==> config.mk <==
export PLATFORM = sky130hd
export DESIGN_NAME = qmult_seq
export DESIGN_NICKNAME = d
export VERILOG_FILES = /design/src/rtl/qformat_pkg.sv /design/src/rtl/qmult_seq.sv
export SDC_FILE = /design/constraint.sdc
export NUM_CORES = 1
export LEC_CHECK = 0
export BUFFER_PORTS_ARGS = -buffer_cell sky130_fd_sc_hd__buf_2
export CORE_ASPECT_RATIO = 1.4
export CORE_MARGIN = 1.5
export CORE_UTILIZATION = 35
export CTS_CLUSTER_DIAMETER = 50
export DETAILED_ROUTE_END_ITERATION = 8
export PLACE_DENSITY = 0.58
export SETUP_SLACK_MARGIN = 0.02
export SLEW_MARGIN = 20
export SYNTH_ARGS = -nofsm -noshare
export SYNTH_HDL_FRONTEND = slang
export SYNTH_SLANG_ARGS = --single-unit
==> constraint.sdc <==
create_clock -name clk -period 5.53 [get_ports clk]
set_input_delay 0.553 -clock clk [delete_from_list [all_inputs] [get_ports clk]]
set_output_delay 0.553 -clock clk [all_outputs]
set_load 0.02 [all_outputs]
==> src/rtl/qformat_pkg.sv <==
// Shared definitions for the signed-magnitude fixed-point arithmetic blocks
// (multiplier and adder): default format, control states and field helpers.
package qformat_pkg;

  localparam int DEF_N = 32;
  localparam int DEF_Q = 15;

  typedef enum logic [1:0] {
    IDLE = 2'd0,
    BUSY = 2'd1,
    DONE = 2'd2
  } state_t;

  // Saturated magnitude for the default word width.
  localparam logic [DEF_N-2:0] SAT_MAG = '1;

  // Helpers take the word zero-extended to 64 bits plus its real width,
  // so one definition serves every N up to 64.
  function automatic logic sm_sign(input logic [63:0] w, input int unsigned n);
    return w[n-1];
  endfunction

  function automatic logic [63:0] sm_mag(input logic [63:0] w, input int unsigned n);
    logic [63:0] mask;
    mask = (64'd1 << (n - 1)) - 64'd1;
    return w & mask;
  endfunction

endpackage

==> src/rtl/qmult_seq.sv <==
// Multi-cycle signed-magnitude fixed-point multiplier: one multiplier bit per
// clock through a shift-add datapath, truncating and saturating the product.
module qmult_seq
  import qformat_pkg::*;
#(
  parameter int N = DEF_N,
  parameter int Q = DEF_Q
) (
  input  logic         clk,
  input  logic         rst,
  input  logic         i_start,
  input  logic [N-1:0] i_multiplicand,
  input  logic [N-1:0] i_multiplier,
  output logic         o_ready,
  output logic         o_busy,
  output logic         o_complete,
  output logic [N-1:0] o_result,
  output logic         o_overflow
);

  localparam int M     = N - 1;      // magnitude width
  localparam int ACC_W = 2 * M;      // full product width
  localparam int CW    = $clog2(N);

  state_t state, state_nx;

  logic [ACC_W-1:0] acc, acc_nx, a_sh;
  logic [M-1:0]     mag_b;
  logic [CW-1:0]    cnt;
  logic             sign;

  logic             load, step, last;
  logic [M-1:0]     cand_mag, fin_mag;
  logic             ovf;

  assign last = (cnt == CW'(N - 2));

  // NOTE: sequential state uses non-blocking (<=) so every register samples
  // the pre-edge values; blocking here would create order-dependent races.
  always_ff @(posedge clk) begin
    if (rst) state <= IDLE;
    else     state <= state_nx;
  end

  // NOTE: every output of this block is given a default first, so no path
  // leaves a signal unassigned and no latch is inferred.
  always_comb begin
    state_nx   = state;
    load       = 1'b0;
    step       = 1'b0;
    o_ready    = 1'b0;
    o_busy     = 1'b0;
    o_complete = 1'b0;
    unique case (state)
      IDLE: begin
        o_ready = 1'b1;
        if (i_start) begin
          load     = 1'b1;
          state_nx = BUSY;
        end
      end
      BUSY: begin
        o_busy = 1'b1;
        step   = 1'b1;
        if (last) state_nx = DONE;
      end
      DONE: begin
        o_complete = 1'b1;
        state_nx   = IDLE;
      end
      default: state_nx = IDLE;
    endcase
  end

  // Partial-product update for the current multiplier bit.
  always_comb begin
    acc_nx = acc;
    if (mag_b[0]) acc_nx = acc + a_sh;
  end

  // Fixed-point realignment of the finished product: drop Q fraction bits,
  // saturate if anything remains above the magnitude field.
  assign cand_mag = acc_nx[M-1+Q:Q];
  assign ovf      = |acc_nx[ACC_W-1:M+Q];
  assign fin_mag  = ovf ? {M{1'b1}} : cand_mag;

  always_ff @(posedge clk) begin
    if (rst) begin
      acc        <= '0;
      a_sh       <= '0;
      mag_b      <= '0;
      cnt        <= '0;
      sign       <= 1'b0;
      o_result   <= '0;
      o_overflow <= 1'b0;
    end else if (load) begin
      acc   <= '0;
      cnt   <= '0;
      a_sh  <= ACC_W'(M'(sm_mag(64'(i_multiplicand), N)));
      mag_b <= M'(sm_mag(64'(i_multiplier), N));
      sign  <= sm_sign(64'(i_multiplicand), N) ^ sm_sign(64'(i_multiplier), N);
    end else if (step) begin
      acc   <= acc_nx;
      a_sh  <= a_sh << 1;
      mag_b <= mag_b >> 1;
      cnt   <= cnt + CW'(1);
      if (last) begin
        // A zero magnitude is always emitted as +0.
        o_result   <= {sign & (|fin_mag), fin_mag};
        o_overflow <= ovf;
      end
    end
  end

endmodule

==> results_dict.tcl, run 1 <==
set metrics [dict create \
    outcome "finished clean" \
    ir_drop_uv 228.2 \
    final_cell_count_no_fill 2052 \
    numCtsBuffers 17 \
    synth_seq_cells 196 \
    grt-ovfl-total 0 \
    ys_warn_count 0 \
    worst-r2r-setup-slack_ns 0.78 \
    drtAntennaViolNets 0 \
    min_period_ns 4.751 \
    synthesis.area_sq_um 11800 \
    wirelength_mm 37.51 \
    fin_ws_ns 0.7788 \
    worst_setup_path_start_kind "flip-flop" \
    cp.arrival_ns 5.07 \
    synthSimpleGateAreaFrac 0.2197 \
    setup_tns_ns 0 \
    crit_start "acc[18]" \
    cp_max_fo 33 \
    antennaDiodeCount 0 \
    timing.fmax_ghz 0.2105 \
    hold_viol_final 0 \
    start_util 0.3552 \
    coreArea_sq_um 33210 \
    worst_path_max_delay_cell "o41ai_1" \
    synth-edff-count 0 \
    clk_pin_slew_ns 0.08 \
    critPathTopFamily "compound AO/OA/AOI/OAI gates" \
    dp_cells 2021 \
    top_usage_layer "met2" \
    use_met2 0.3790 \
    num_io_pins 103 \
    synth_compound_area_frac 0.2800 \
    max_cap_violations 0 \
    grt_usage 0.2187 \
    final-max-slew-violation-count 0 \
    ctsHoldBuffers 0 \
    final_cell_area_sq_um 13160 \
    drc_errors 0 \
    syn_to_final_growth_pct 11.53 \
    synth-main-ff-cell "dfxtp_1" \
    detail_route.wl_per_cell_um 18.28 \
    max_stage_delay_ns 0.85 \
    relSlewSlack 0.3317 \
    r2r_start "acc[18]" \
    postCtsResizedCells 0 \
    cts_max_level 4 \
    post_dp_cell_area_sq_um 12570 \
    synth_cell_types 69 \
    cp.buffers_inverters 1 \
    worstSetupPathDepth 13 \
    endpoint "o_result[4]" \
    path_class "reg -> reg" \
    first_global_vias 11167 \
    first_pass_iters 6 \
    synth_top_family_by_area "compound AO/OA/AOI/OAI gates" \
    pre_cts_slack_ns 0.9247 \
    synth_mux_area_frac 0.01718 \
    gp_congestion 0.9298 \
    crit_chain "ha_1 > nand2_1 > nor2_1 > nand2_1 > o211ai_1 > a21oi_1 > o41ai_1 > xor2_1 > a211o_1 > a211o_1 > a2111oi_4 > buf_4 > a211oi_1" \
    clk_latency_ns 0.46 \
    clock_sinks 196 \
    fp.dieH_um 220.2 \
    cts_tree "done" \
    yosysSeqAreaShare 0.3326 \
    num_rows 79 \
    synth_top_cell_area_share 0.3326 \
    vias_per_cell 5.656 \
    syn_nets 1704 \
    rsz0062_at_grt "no" \
    p_leak_nw 4.936 \
    async_reset_ff_frac 0 \
    synthTopCellsByArea "dfxtp_1 33%, a21oi_1 10%, nand2_1 9.3%, ha_1 6.7%, nor2_1 4.2%" \
    vias 11606 \
    drive_gt1_frac 0.1095 \
    synth_area_leader_cell "dfxtp_1" \
    antenna_found_initial 1 \
    clock_path_buffers 2 \
    fill_cells 3612 \
    final_cell_mix "291 x nand2_1, 236 x a21oi_1, 195 x dfxtp_1, 128 x nor2_1, 101 x buf_2" \
    grt_pass1_wl_mm 59.39 \
    cts_setup_buffers 0 \
    finalNetCount 1726 \
    clock-root-buffer "clkbuf_16" \
    syn_inst 1573 \
    die_x_um 158.2 \
    dp_hpwl_mm 28.10 \
    synth-xor-area-share 0.03935 \
    totalPowerFinal_mw 3.042 \
    skew_ns 0.01146 \
    grt_max_degree 71 \
    io_buffers 102 \
    grtUsageMet3 0.03545 \
    crit_path_end_kind "flip-flop" \
    drtIter0Drc 804 \
    worst_slew_pin_slew_ns 0.9895 \
    crit_required_ns 5.84 \
    yosys.area_share.adder 0.06852 \
    r2r_cells 13 \
    finalSetupViolations 0 \
    syn-mean-instance-area_sq_um 7.499 \
    p_per_area_nw_per_um2 231.2 \
    hold_class "in -> reg" \
    gr-usage-met1 0.2539 \
    dieArea_sq_um 34830 \
    final_common_cell "nand2_1" \
    r2r_end "o_result[4]" \
    period_share 0.8592 \
]
layer usage:
metal	wire length [um]	vias to the layer above
met4	1913	0
met2	18900	283
met5	0	-
met3	1304	99
li1	-	5729
met1	15390	5495
stage by stage:
step,utilization,hold WS (ns)
2_1_floorplan,-,0.4362
3_3_place_gp,0.3777,0.4426
3_5_place_dp,0.3785,0.4492
4_1_cts,0.3961,0.3136
5_1_grt,0.3961,0.3329
6_report,0.3961,0.3329
power by group:
group / internal [mW] / switching, mW
Clock: 0.652 / 0.618
Combinational: 0.0977 / 0.200
Sequential: 1.45 / 0.0296
Total: 2.20 / 0.847
tightest hold or removal path: stages:
cell and delay (ns):
buf_2 0.10, nand2_1 0.04, a21oi_1 0.05
registers in the layout, indices dropped and copies added, names as in the netlist:
name        flops
a_sh           62
acc            62
o_result       32
mag_b          31
cnt             5
state           2
o_overflow      1
sign            1
synthesized netlist by cell type (14+ instances only):
master / number
nand2_1: 292
a21oi_1: 236
dfxtp_1: 196
nor2_1: 131
clkbuf_1: 99
ha_1: 63
a22oi_1: 61
o21ai_0: 57
a211oi_1: 49
nand4_1: 36
nand3_1: 30
xnor2_1: 29
a21o_1: 28
xor2_1: 24
nor3_1: 21
mux2i_1: 18
inv_1: 14
nor2b_1: 14
layout make-up:
type	instances	area, sq um	area share
clock buffers	19	442.9	0.03367
clock inverters	12	141.4	0.01075
inverters	14	53.80	0.004089
multi-input cells	1250	7398	0.5623
flip-flops and latches	196	3925	0.2983
well taps	445	556.8	0.04232
repair buffers	116	638.1	0.04850
worst min path at each step:
stage | start | endpoint | slack (ns) | depth (start not counted)
finish | i_multiplier[30] | mag_b[30] | 0.33 | 3
global route | i_multiplier[30] | mag_b[30] | 0.33 | 3
CTS | i_multiplier[30] | mag_b[30] | 0.31 | 3
detailed placement | mag_b[1] | mag_b[1] | 0.45 | 2
global placement | mag_b[7] | mag_b[7] | 0.44 | 2
floorplan | acc[10] | acc[10] | 0.44 | 2
logic make-up after synthesis:
group,after synthesis
adders and majority gates,64
buffers and inverters,127
xor gates and xnor gates,53
muxes,20
DFF,196
AOI/OAI and AO/OA,526
and+or+nand+nor,587
Note: power is estimated with default switching activity, not from simulation.
==> run 2: changes to the inputs <==
--- a/config.mk
+++ b/config.mk
@@ -8,10 +8,10 @@
 export BUFFER_PORTS_ARGS = -buffer_cell sky130_fd_sc_hd__buf_2
 export CORE_ASPECT_RATIO = 1.4
 export CORE_MARGIN = 1.5
-export CORE_UTILIZATION = 35
+export CORE_UTILIZATION = 59
 export CTS_CLUSTER_DIAMETER = 50
 export DETAILED_ROUTE_END_ITERATION = 8
-export PLACE_DENSITY = 0.58
+export PLACE_DENSITY = 0.85
 export SETUP_SLACK_MARGIN = 0.02
 export SLEW_MARGIN = 20
 export SYNTH_ARGS = -nofsm -noshare
==> run 2 against run 1 <==
Against the previous run: total power fell by 0.18%; via count grew 1.7%; critical path depth up 1; critical endpoint is now o_result[0]; largest power group unchanged; critical path type unchanged; largest cell class unchanged; highest routed layer unchanged.
==> results_dict.tcl, run 2 (synthesis results as in run 1) <==
set metrics [dict create \
    outcome "finished clean" \
    area.sequential_sq_um 3925 \
    grt_usage 0.3319 \
    timing.fmax_ghz 0.2186 \
    holdPathEnd "mag_b[30]" \
    grt-ovfl-total 0 \
    hold_viol_final 0 \
    cp_max_fo 33 \
    dp_hpwl_mm 24.99 \
    clock_path_buffers 2 \
    post_dp_cell_area_sq_um 12290 \
    postCtsResizedCells 0 \
    drive_gt1_frac 0.1096 \
    numCtsBuffers 17 \
    skew_ns 0.01487 \
    num_rows 61 \
    cts_max_level 4 \
    detail_route.wl_per_cell_um 18.55 \
    gp_congestion 1.014 \
    grt_max_degree 99 \
    max_stage_delay_ns 0.50 \
    drtIter0Drc 1022 \
    clk_pin_slew_ns 0.08 \
    critPathTopFamily "compound AO/OA/AOI/OAI gates" \
    vias 11804 \
    drc_errors 0 \
    fill_cells 1735 \
    relSlewSlack 0.3699 \
    crit_chain "ha_1 > fa_1 > a21o_1 > a221o_1 > nand4_2 > a31oi_2 > o21ba_1 > o31a_1 > or4_4 > a2111oi_2 > a31oi_1 > a2111oi_4 > buf_4 > a211oi_1" \
    final_cell_mix "291 x nand2_1, 236 x a21oi_1, 195 x dfxtp_1, 128 x nor2_1, 101 x buf_2" \
    first_global_vias 11137 \
    finalNetCount 1724 \
    vias_per_cell 6.353 \
    r2r_start "acc[0]" \
    final_common_cell "nand2_1" \
    period_share 0.8272 \
    first_pass_iters 5 \
    top_regs "a_sh (62), acc (62), o_result (32)" \
    hold_class "in -> reg" \
    grt_pass1_wl_mm 54.93 \
    max_cap_violations 0 \
    cts_setup_buffers 0 \
    clock-root-buffer "clkbuf_16" \
    antenna_found_initial 0 \
    io_buffers 102 \
    multiInputGateArea_sq_um 7398 \
    drtAntennaViolNets 0 \
    fp.dieH_um 170.3 \
    clock_sinks 196 \
    worst_slew_pin_slew_ns 0.9213 \
    ir_drop_uv 216.5 \
    wirelength_mm 34.47 \
    syn_to_final_growth_pct 9.387 \
    worst-r2r-setup-slack_ns 0.96 \
    finalSetupViolations 0 \
    antennaDiodeCount 0 \
    final-max-slew-violation-count 0 \
    start_util 0.5967 \
    cts_tree "done" \
    final_cell_area_sq_um 12900 \
    dieArea_sq_um 20860 \
    worst_setup_path_start_kind "flip-flop" \
    cp.buffers_inverters 1 \
    coreArea_sq_um 19770 \
    worst_path_max_delay_cell "or4_4" \
    path_class "reg -> reg" \
    num_io_pins 103 \
    totalPowerFinal_mw 3.037 \
    cp.arrival_ns 4.88 \
    clk_latency_ns 0.46 \
    rsz0062_at_grt "no" \
    crit_required_ns 5.84 \
    r2r_cells 14 \
    r2r_end "o_result[0]" \
    die_x_um 122.5 \
    setup_tns_ns 0 \
    min_period_ns 4.575 \
    whs_path_depth 3 \
    crit_path_end_kind "flip-flop" \
    p_per_area_nw_per_um2 235.3 \
    p_leak_nw 4.933 \
    ctsHoldBuffers 0 \
    hp-start "i_multiplier[30]" \
]
-- run 2: changes by cell type in the layout (fill, tap and decap cells not counted) --
| cell | delta |
|---|---|
| buf_4 | -2 |
| clkinv_2 | +2 |
| inv_6 | -2 |
| buf_12 | +1 |
| buf_16 | -1 |
| clkbuf_1 | -1 |
| clkbuf_8 | +1 |
| clkinv_4 | +1 |
-- run 2: worst reg2reg max path: stages (launching register included) --
cell	delay [ns]
dfxtp_1	0.32
ha_1	0.23
fa_1	0.42
a21o_1	0.23
a221o_1	0.40
nand4_2	0.17
a31oi_2	0.18
o21ba_1	0.24
o31a_1	0.30
or4_4	0.50
a2111oi_2	0.36
a31oi_1	0.18
a2111oi_4	0.33
buf_4	0.40
a211oi_1	0.18
-- run 2: layout make-up --
| class | instances | share of cell area |
|---|---|---|
| multi-input combinational | 1250 | 0.5734 |
| timing repair buffer | 114 | 0.04771 |
| clock buffer | 19 | 0.03510 |
| clock inverter | 13 | 0.01105 |
| sequential | 196 | 0.3042 |
| tap | 252 | 0.02444 |
| inverter | 14 | 0.004170 |
-- run 2: worst max path at each step --
stage            start            to  slack [ns]  cells past startpoint
3_3_place_gp    acc[0]  o_result[30]        1.16                     14
6_report        acc[0]   o_result[0]        0.96                     14
2_1_floorplan   acc[0]  o_result[10]        1.49                     14
4_1_cts         acc[0]  o_result[17]         1.0                     14
5_1_grt        acc[18]  o_result[17]        0.69                     13
3_5_place_dp    acc[0]  o_result[31]        1.07                     14
-- run 2: metrics by stage --
step / setup slack (ns) / hold slack, ns / util / instances
floorplan: 1.491 / 0.4362 / - / 1573
global placement: 1.157 / 0.4427 / 0.6216 / 1825
detailed placement: 1.066 / 0.4494 / 0.6216 / 1825
CTS: 0.9981 / 0.3268 / 0.6518 / 1857
global route: 0.6895 / 0.3437 / 0.6528 / 1858
finish: 0.9554 / 0.3354 / 0.6528 / 1858
-- run 2: per-layer routing --
layer / routed length [um] / GRT usage / up-vias
met5: 0 / 0 / -
met4: 2070 / 0.2123 / 0
met3: 2053 / 0.05630 / 134
met2: 17010 / 0.5672 / 479
met1: 13340 / 0.3785 / 5484
li1: - / - / 5707
-- run 2: power breakdown --
| part | internal, mW | total [mW] | switching [mW] | leakage, nW |
|---|---|---|---|---|
| combinational | 0.0971 | 0.289 | 0.191 | 3.05 |
| clock | 0.662 | 1.27 | 0.609 | 0.290 |
| sequential | 1.45 | 1.48 | 0.0311 | 1.59 |
| total | 2.21 | 3.04 | 0.832 | 4.93 |
